<file path="src/rtl/demux_rr_n.sv">
// demux_rr_n: round-robin demultiplexer for the clk_2f data path.
// One serial word stream is spread across NUM_CH lanes of WIDTH bits.
// MODE 0 forwards each word to its lane one cycle after acceptance.
// MODE 1 stages words and presents a whole group on all lanes at once.
//
// Handshake: valid_in qualifies data_in on the rising edge of clk_2f; there
// is no backpressure, so every edge with valid_in=1 consumes exactly one lane.
// valid_out[k] qualifies data_out lane k for exactly one cycle.
module demux_rr_n #(
  parameter int WIDTH  = 8,
  parameter int NUM_CH = 2,
  parameter int MODE   = 0,
  localparam int PTR_W = $clog2(NUM_CH)
) (
  input  logic                    clk_2f,
  input  logic                    reset,
  input  logic [WIDTH-1:0]        data_in,
  input  logic                    valid_in,
  input  logic                    flush,
  output logic [NUM_CH*WIDTH-1:0] data_out,
  output logic [NUM_CH-1:0]       valid_out,
  output logic [PTR_W-1:0]        lane_ptr
);

  // Registered state; every output comes straight from a register.
  logic [NUM_CH*WIDTH-1:0] r_data;
  logic [NUM_CH-1:0]       r_valid;
  logic [PTR_W-1:0]        r_ptr;
  logic [NUM_CH*WIDTH-1:0] r_stage;
  logic [NUM_CH-1:0]       r_mask;

  // Next-state values.
  logic [NUM_CH*WIDTH-1:0] w_data_nx;
  logic [NUM_CH-1:0]       w_valid_nx;
  logic [PTR_W-1:0]        w_ptr_nx;
  logic [NUM_CH*WIDTH-1:0] w_stage_nx;
  logic [NUM_CH-1:0]       w_mask_nx;

  // Helpers.
  logic                    w_last;
  logic [PTR_W-1:0]        w_ptr_inc;
  logic [NUM_CH-1:0]       w_onehot;
  logic [NUM_CH-1:0]       w_cur;
  logic [NUM_CH-1:0]       w_pend;
  logic [NUM_CH*WIDTH-1:0] w_stage_in;
  logic                    w_emit_full;
  logic                    w_emit;
  logic [NUM_CH-1:0]       w_emit_mask;

  assign w_onehot = {{(NUM_CH-1){1'b0}}, 1'b1} << r_ptr;

  // Pointer arithmetic, pending set and staging merged with the current word.
  always_comb begin
    w_last     = (r_ptr == PTR_W'(NUM_CH - 1));
    // Explicit wrap so non-power-of-two lane counts never reach unused codes.
    w_ptr_inc  = w_last ? '0 : r_ptr + PTR_W'(1);
    w_cur      = valid_in ? w_onehot : '0;
    w_pend     = r_mask | w_cur;
    w_stage_in = r_stage;
    for (int i = 0; i < NUM_CH; i++) begin
      if (valid_in && (PTR_W'(i) == r_ptr)) begin
        w_stage_in[i*WIDTH +: WIDTH] = data_in;
      end
    end
  end

  // Next-state selection for both modes.
  always_comb begin
    w_data_nx   = r_data;
    w_valid_nx  = '0;
    w_ptr_nx    = r_ptr;
    w_stage_nx  = r_stage;
    w_mask_nx   = r_mask;
    w_emit_full = 1'b0;
    w_emit      = 1'b0;
    w_emit_mask = '0;
    if (MODE == 0) begin
      // Immediate: route the word now; a flush only rewinds the pointer
      // after the current word has been placed.
      if (valid_in) begin
        for (int i = 0; i < NUM_CH; i++) begin
          if (PTR_W'(i) == r_ptr) begin
            w_data_nx[i*WIDTH +: WIDTH] = data_in;
          end
        end
        w_valid_nx = w_onehot;
        w_ptr_nx   = w_ptr_inc;
      end
      if (flush) begin
        w_ptr_nx = '0;
      end
    end else begin
      // Aligned: the last lane completes a group on the same edge; the
      // last lane's data comes from data_in through w_stage_in.
      w_stage_nx  = w_stage_in;
      w_emit_full = valid_in && w_last;
      w_emit      = w_emit_full || (flush && (|w_pend));
      w_emit_mask = w_emit_full ? {NUM_CH{1'b1}} : w_pend;
      if (w_emit) begin
        // Lanes outside the pending set keep their previous output.
        for (int i = 0; i < NUM_CH; i++) begin
          if (w_emit_mask[i]) begin
            w_data_nx[i*WIDTH +: WIDTH] = w_stage_in[i*WIDTH +: WIDTH];
          end
        end
        w_valid_nx = w_emit_mask;
        w_mask_nx  = '0;
        w_ptr_nx   = '0;
      end else begin
        w_mask_nx = w_pend;
        if (valid_in) begin
          w_ptr_nx = w_ptr_inc;
        end
        if (flush) begin
          w_ptr_nx = '0;
        end
      end
    end
  end

  // State registers; reset also throws away any partially staged group.
  always_ff @(posedge clk_2f or negedge reset) begin
    if (!reset) begin
      r_data  <= '0;
      r_valid <= '0;
      r_ptr   <= '0;
      r_stage <= '0;
      r_mask  <= '0;
    end else begin
      r_data  <= w_data_nx;
      r_valid <= w_valid_nx;
      r_ptr   <= w_ptr_nx;
      r_stage <= w_stage_nx;
      r_mask  <= w_mask_nx;
    end
  end

  assign data_out  = r_data;
  assign valid_out = r_valid;
  assign lane_ptr  = r_ptr;

endmodule
</file>
<file path="config.mk">
export PLATFORM = sky130hd
export DESIGN_NAME = demux_rr_n
export DESIGN_NICKNAME = d
export VERILOG_FILES = /design/src/rtl/demux_rr_n.sv
export SDC_FILE = /design/constraint.sdc
export NUM_CORES = 1
export LEC_CHECK = 0
export ABC_AREA = 1
export CORE_UTILIZATION = 41
export CTS_CLUSTER_SIZE = 28
export DETAILED_ROUTE_END_ITERATION = 16
export GPL_TIMING_DRIVEN = 1
export PLACE_DENSITY_LB_ADDON = 0.15
export RECOVER_POWER = 25
export SYNTH_ARGS = -nofsm -noshare
export SYNTH_HDL_FRONTEND = slang
export SYNTH_SLANG_ARGS = --single-unit
</file>
<file path="constraint.sdc">
create_clock -name clk_2f -period 1.4 [get_ports clk_2f]
set_clock_uncertainty 0.2 [all_clocks]
set_input_delay 0.28 -clock clk_2f [delete_from_list [all_inputs] [get_ports clk_2f]]
set_output_delay 0.28 -clock clk_2f [all_outputs]
set_load 0.005 [all_outputs]
</file>
-- Word-level counts from Yosys, hierarchy flattened
Index checks and enable logic that the tools add are counted.
- bitwise operators: 1
- add/subtract/negate cells: 1
- multiplexer cells: 4
- reductions and logical operators: 3
- shift-type cells: 1
- operators with widths (operator ; count):
    AND reduction 2 bit ; 2
    2-to-1 mux 1 bit ; 3
    2-to-1 mux 2 bit ; 1
    nonzero test 2 bit ; 1
    left shift 1 x 1 -> 2 bit, first input constant ; 1
    adder 1 bit, second input constant ; 1
    inverter 1 bit ; 1
- output and inout bits: 19
- word-level logic and storage cells: 14
- register bits after elaboration: 19
- input bits: 12

-- Longest topological paths before layout
Gate-level depths: netlist (run 1).
- depth after elaboration: 4
- gate-level depth with buffers: 4
- mapped depth without buffers: 4

-- Worst setup path before layout (run 1)
Ideal clock, no wire load.
- path kind: register to register
- from: reg r_ptr (netlist: lane_ptr)
- to: reg r_data[0] (netlist: data_out[0])
- data arrival time: 0.734 ns
- cell stages (with the launch flop): 5
- library setup time: 0.117 ns
- path slack: 0.350 ns
- period minus slack after synthesis: 1.050 ns
- data required time: 1.083 ns
- path buffers: 0
- path through: dfrtp_1 -> inv_2 -> nand2_2 -> nand2_1 -> nand2_1
- word-level cells in the longest chain between the ends: 2
- RTL lines (item ; line ; RTL):
    from (decl) ; 28 ; logic [PTR_W-1:0] r_ptr;
    from (signal assigned) ; 132 ; r_ptr <= w_ptr_nx;
    inverter 1 bit (no source line) ; - ;
    AND reduction 2 bit (no source line) ; - ;
    to (signal assigned) ; 130 ; r_data <= w_data_nx;
    to (decl) ; 26 ; logic [NUM_CH*WIDTH-1:0] r_data;
No other way between the ends.
A chain may end at the register's enable or synchronous reset.

-- Worst setup path in the final report (run 1)
- from: reg r_data[12] (netlist: data_out[12])
- to: out data_out[12]
- RTL lines (item ; line ; RTL):
    to (decl) ; 20 ; output logic [NUM_CH*WIDTH-1:0] data_out,
No word-level cell between the ends.

==> results by group, run 1 <==
Outcome
  – Outcome: complete, no violations

Detailed routing
  – DR pass1 iterations: 4
  – Antenna viol nets, final: 0
  – Via-per-instance ratio: 4.64
  – Detailed Route WL: 1640 um
  – Iter 0 DRT Violations: 24
  – DR vias: 682
  – DRC: 0
  – WL per Instance: 11.2 um

Setup path
  – Worst R2R End: data_out[2]$_DFFE_PN0P_
  – Worst setup SP type: flop
  – Worst setup EP type: primary output
  – Required @ worst endpoint: 920 ps
  – R2r setup slk: 130 ps
  – Crit path launch: data_out[12]$_DFFE_PN0P_
  – CP peak stage delay: 390 ps
  – Worst r2r src: lane_ptr$_DFFE_PN0P_
  – Worst path buffer plus inverter count: 1
  – CP max-delay cell: dfrtp_1
  – Crit path max fanout: 2
  – R2R cell count: 5
  – Critical-path cell list: clkdlybuf4s15_1
  – Critical Path AT: 880 ps
  – Crit Path Class: reg -> out
  – CP delay by family, top: flip-flops

Synthesis
  – Cell taking the most area after synthesis: dfrtp_1
  – Yosys cell types: 9
  – Post-synth EDFFs: 0
  – Yosys reg bits: 19
  – Cell Area, Synth: 753 um^2
  – Ys async rst share: 100%
  – Area contributors post-synth: dfrtp_1, nand2_1, nand3_1
  – Commonest cells in the netlist: nand2_1, dfrtp_1, nand3_1, buf_6, inv_1
  – Top_reg_cell synth: dfrtp_1
  – Share of the synthesized area in the top cell type: 63.1%
  – Synth Warn #: 0
  – Synth Instances: 79
  – Most common cell in the synthesized netlist: nand2_1
  – Syn_area_per_cell: 9.53 um^2
  – Register area share after synthesis: 63.1%
  – Post-synth net total: 91

Die
  – Initial Util: 43.6%
  – Chip height: 44.9 um
  – Rows: 15
  – Core Box Area: 1730 um^2
  – Full die area: 2010 um^2
  – Top Ports: 31
  – Die width: 44.9 um

Power and ir drop
  – Switching component of the power: 347 uW
  – Clk network pwr share: 22.1%
  – Combinational share of power: 24.8%
  – Peak supply drop: 0.679 mV
  – Leak: 0.000614 uW
  – Sequential share of power: 53.1%
  – Int Pwr: 915 uW
  – Pwr dens: 1150 nW/um^2
  – Switching part of the total: 27.5%

GRT
  – Gr usage total: 18.6%
  – First-pass GRT wire length: 2670 um
  – Largest net degree at the start of global routing: 20
  – Vias in the first global route: 646
  – Total grt overflow: 0
  – Met1 Track Usage GR: 21.8%
  – Grt peak-use layer: met2
  – M3 GR Usage: 4.00%
  – Initial antenna violation count: 0
  – GR Layer Usage met2: 32.4%

Timing
  – Max-slew headroom: 68.5%
  – Final setup viols: 0
  – Slew of the pin with the lowest slew margin: 472 ps
  – Hold Vio Cnt, Final: 0
  – Final Max Tran Viols: 0
  – Fin crit share: 97.4%
  – RSZ-0062 raised after global routing: false
  – WHS: 248 ps
  – Post-route minimum period: 1360 ps
  – F_max: 733 MHz

Placed design
  – PortBufs: 30
  – Placed Cells: 136
  – Placer Congestion: 0.724
  – Hpwl dp: 1130 um

Final layout
  – Layout cells sized above 1: 26.2%
  – Nets: 135
  – Final-layout fill cell count: 168
  – Multi-input gate area: 229 um^2
  – Ant diodes: 0
  – Area Overhead vs Synth: 45.3%
  – Sequential standard cell area: 475 um^2
  – Finished Layout Cells: 147

Clock tree
  – TritonCTS buffer count: 3
  – CTS sink count: 19
  – Root Buffer: clkbuf_4
  – Clock-pin slew on the worst setup and hold paths: 110 ps
  – Clk_lat worst skew: 290 ps
  – Clock Path Buffers: 2
  – CTS tree: done
  – H-tree Lvls: 1
  – CTS Hold Bufs: 0

Run
  – Max-Cap Viols: 0

Worst hold path
  – Worst hold path type: in -> async
cells by family (layout without fill, tap and decap cells):
kind of cell  Yosys count  count (layout)  synth area share (%)
buf+inv                 7              50                  6.48
flops                  19              19                  63.1
simple gates           53              53                  30.4
state kept, by name (all words and copies together), names as in the netlist:
name,cells
valid_out,2
lane_ptr,1
data_out,16
power by group through the flow:
stage	sequential [uW]	clock [uW]	combinational, uW
after floorplan	690	0	102
after global placement	680	0	335
after detailed placement	683	0	339
after CTS	672	283	322
after global routing	679	307	348
final	670	279	313
metrics by stage:
step           util, %  total power, uW  setup slack [ps]  TNS, ps  instance area [um^2]
6_report          63.4             1260              36.1        0                  1090
5_1_grt           63.4             1330             0.267        0                  1090
3_3_place_gp      63.0             1020              -116    -1720                  1090
2_1_floorplan        -              792               350        0                   753
4_1_cts           65.8             1280              3.56        0                  1140
3_5_place_dp      63.0             1020              -130    -1880                  1090
how the worst max path moves through the flow:
stage / to / slack [ps] / depth (start not counted)
6_report: data_out[12] / 40 / 1
5_1_grt: data_out[12] / 0.3 / 1
4_1_cts: valid_out[1] / 4 / 1
3_5_place_dp: data_out[15]$_DFFE_PN0P_ / -130 / 4
3_3_place_gp: data_out[15]$_DFFE_PN0P_ / -120 / 4
2_1_floorplan: data_out[0]$_DFFE_PN0P_ / 350 / 4
what timing repair did:
item	4_1_cts	5_1_grt
hold endpoints to repair	0	0
buffers inserted	3	4
pin swaps	0	0
gates resized for setup	37	15
setup endpoints to repair	19	16
routing by layer:
layer  up-vias  wire, um
met5         -         0
met4         0        29
met3         5        91
met2        29       806
met1       316       711
li1        332         -
cell usage in the layout, fill, tap and decap left out:
master,instances
buf_4,11
clkdlybuf4s50_1,10
nand2_2,1
clkdlybuf4s15_1,5
nor2_1,2
dlygate4sd3_1,1
inv_1,3
clkbuf_1,1
inv_2,1
clkbuf_4,3
nand3_1,16
dfrtp_1,19
clkbuf_2,15
nand2_4,1
nand2_1,33
final cells by class:
type | count | area share [%]
Timing Repair Buffer | 42 | 29.0
Multi-Input combinational cell | 53 | 20.9
Clock buffer | 4 | 2.40
Tap cell | 25 | 2.86
Inverter | 4 | 1.37
Sequential cell | 19 | 43.4
No activity file was read; power rests on OpenSTA's default activity.
==> run 2: changes to the inputs <==
CTS_CLUSTER_SIZE = 25   (was 28)
GPL_ROUTABILITY_DRIVEN = 0   (was default)
==> results of run 2 <==
No change in the layout: final DEF, timing and power equal those of run 1.
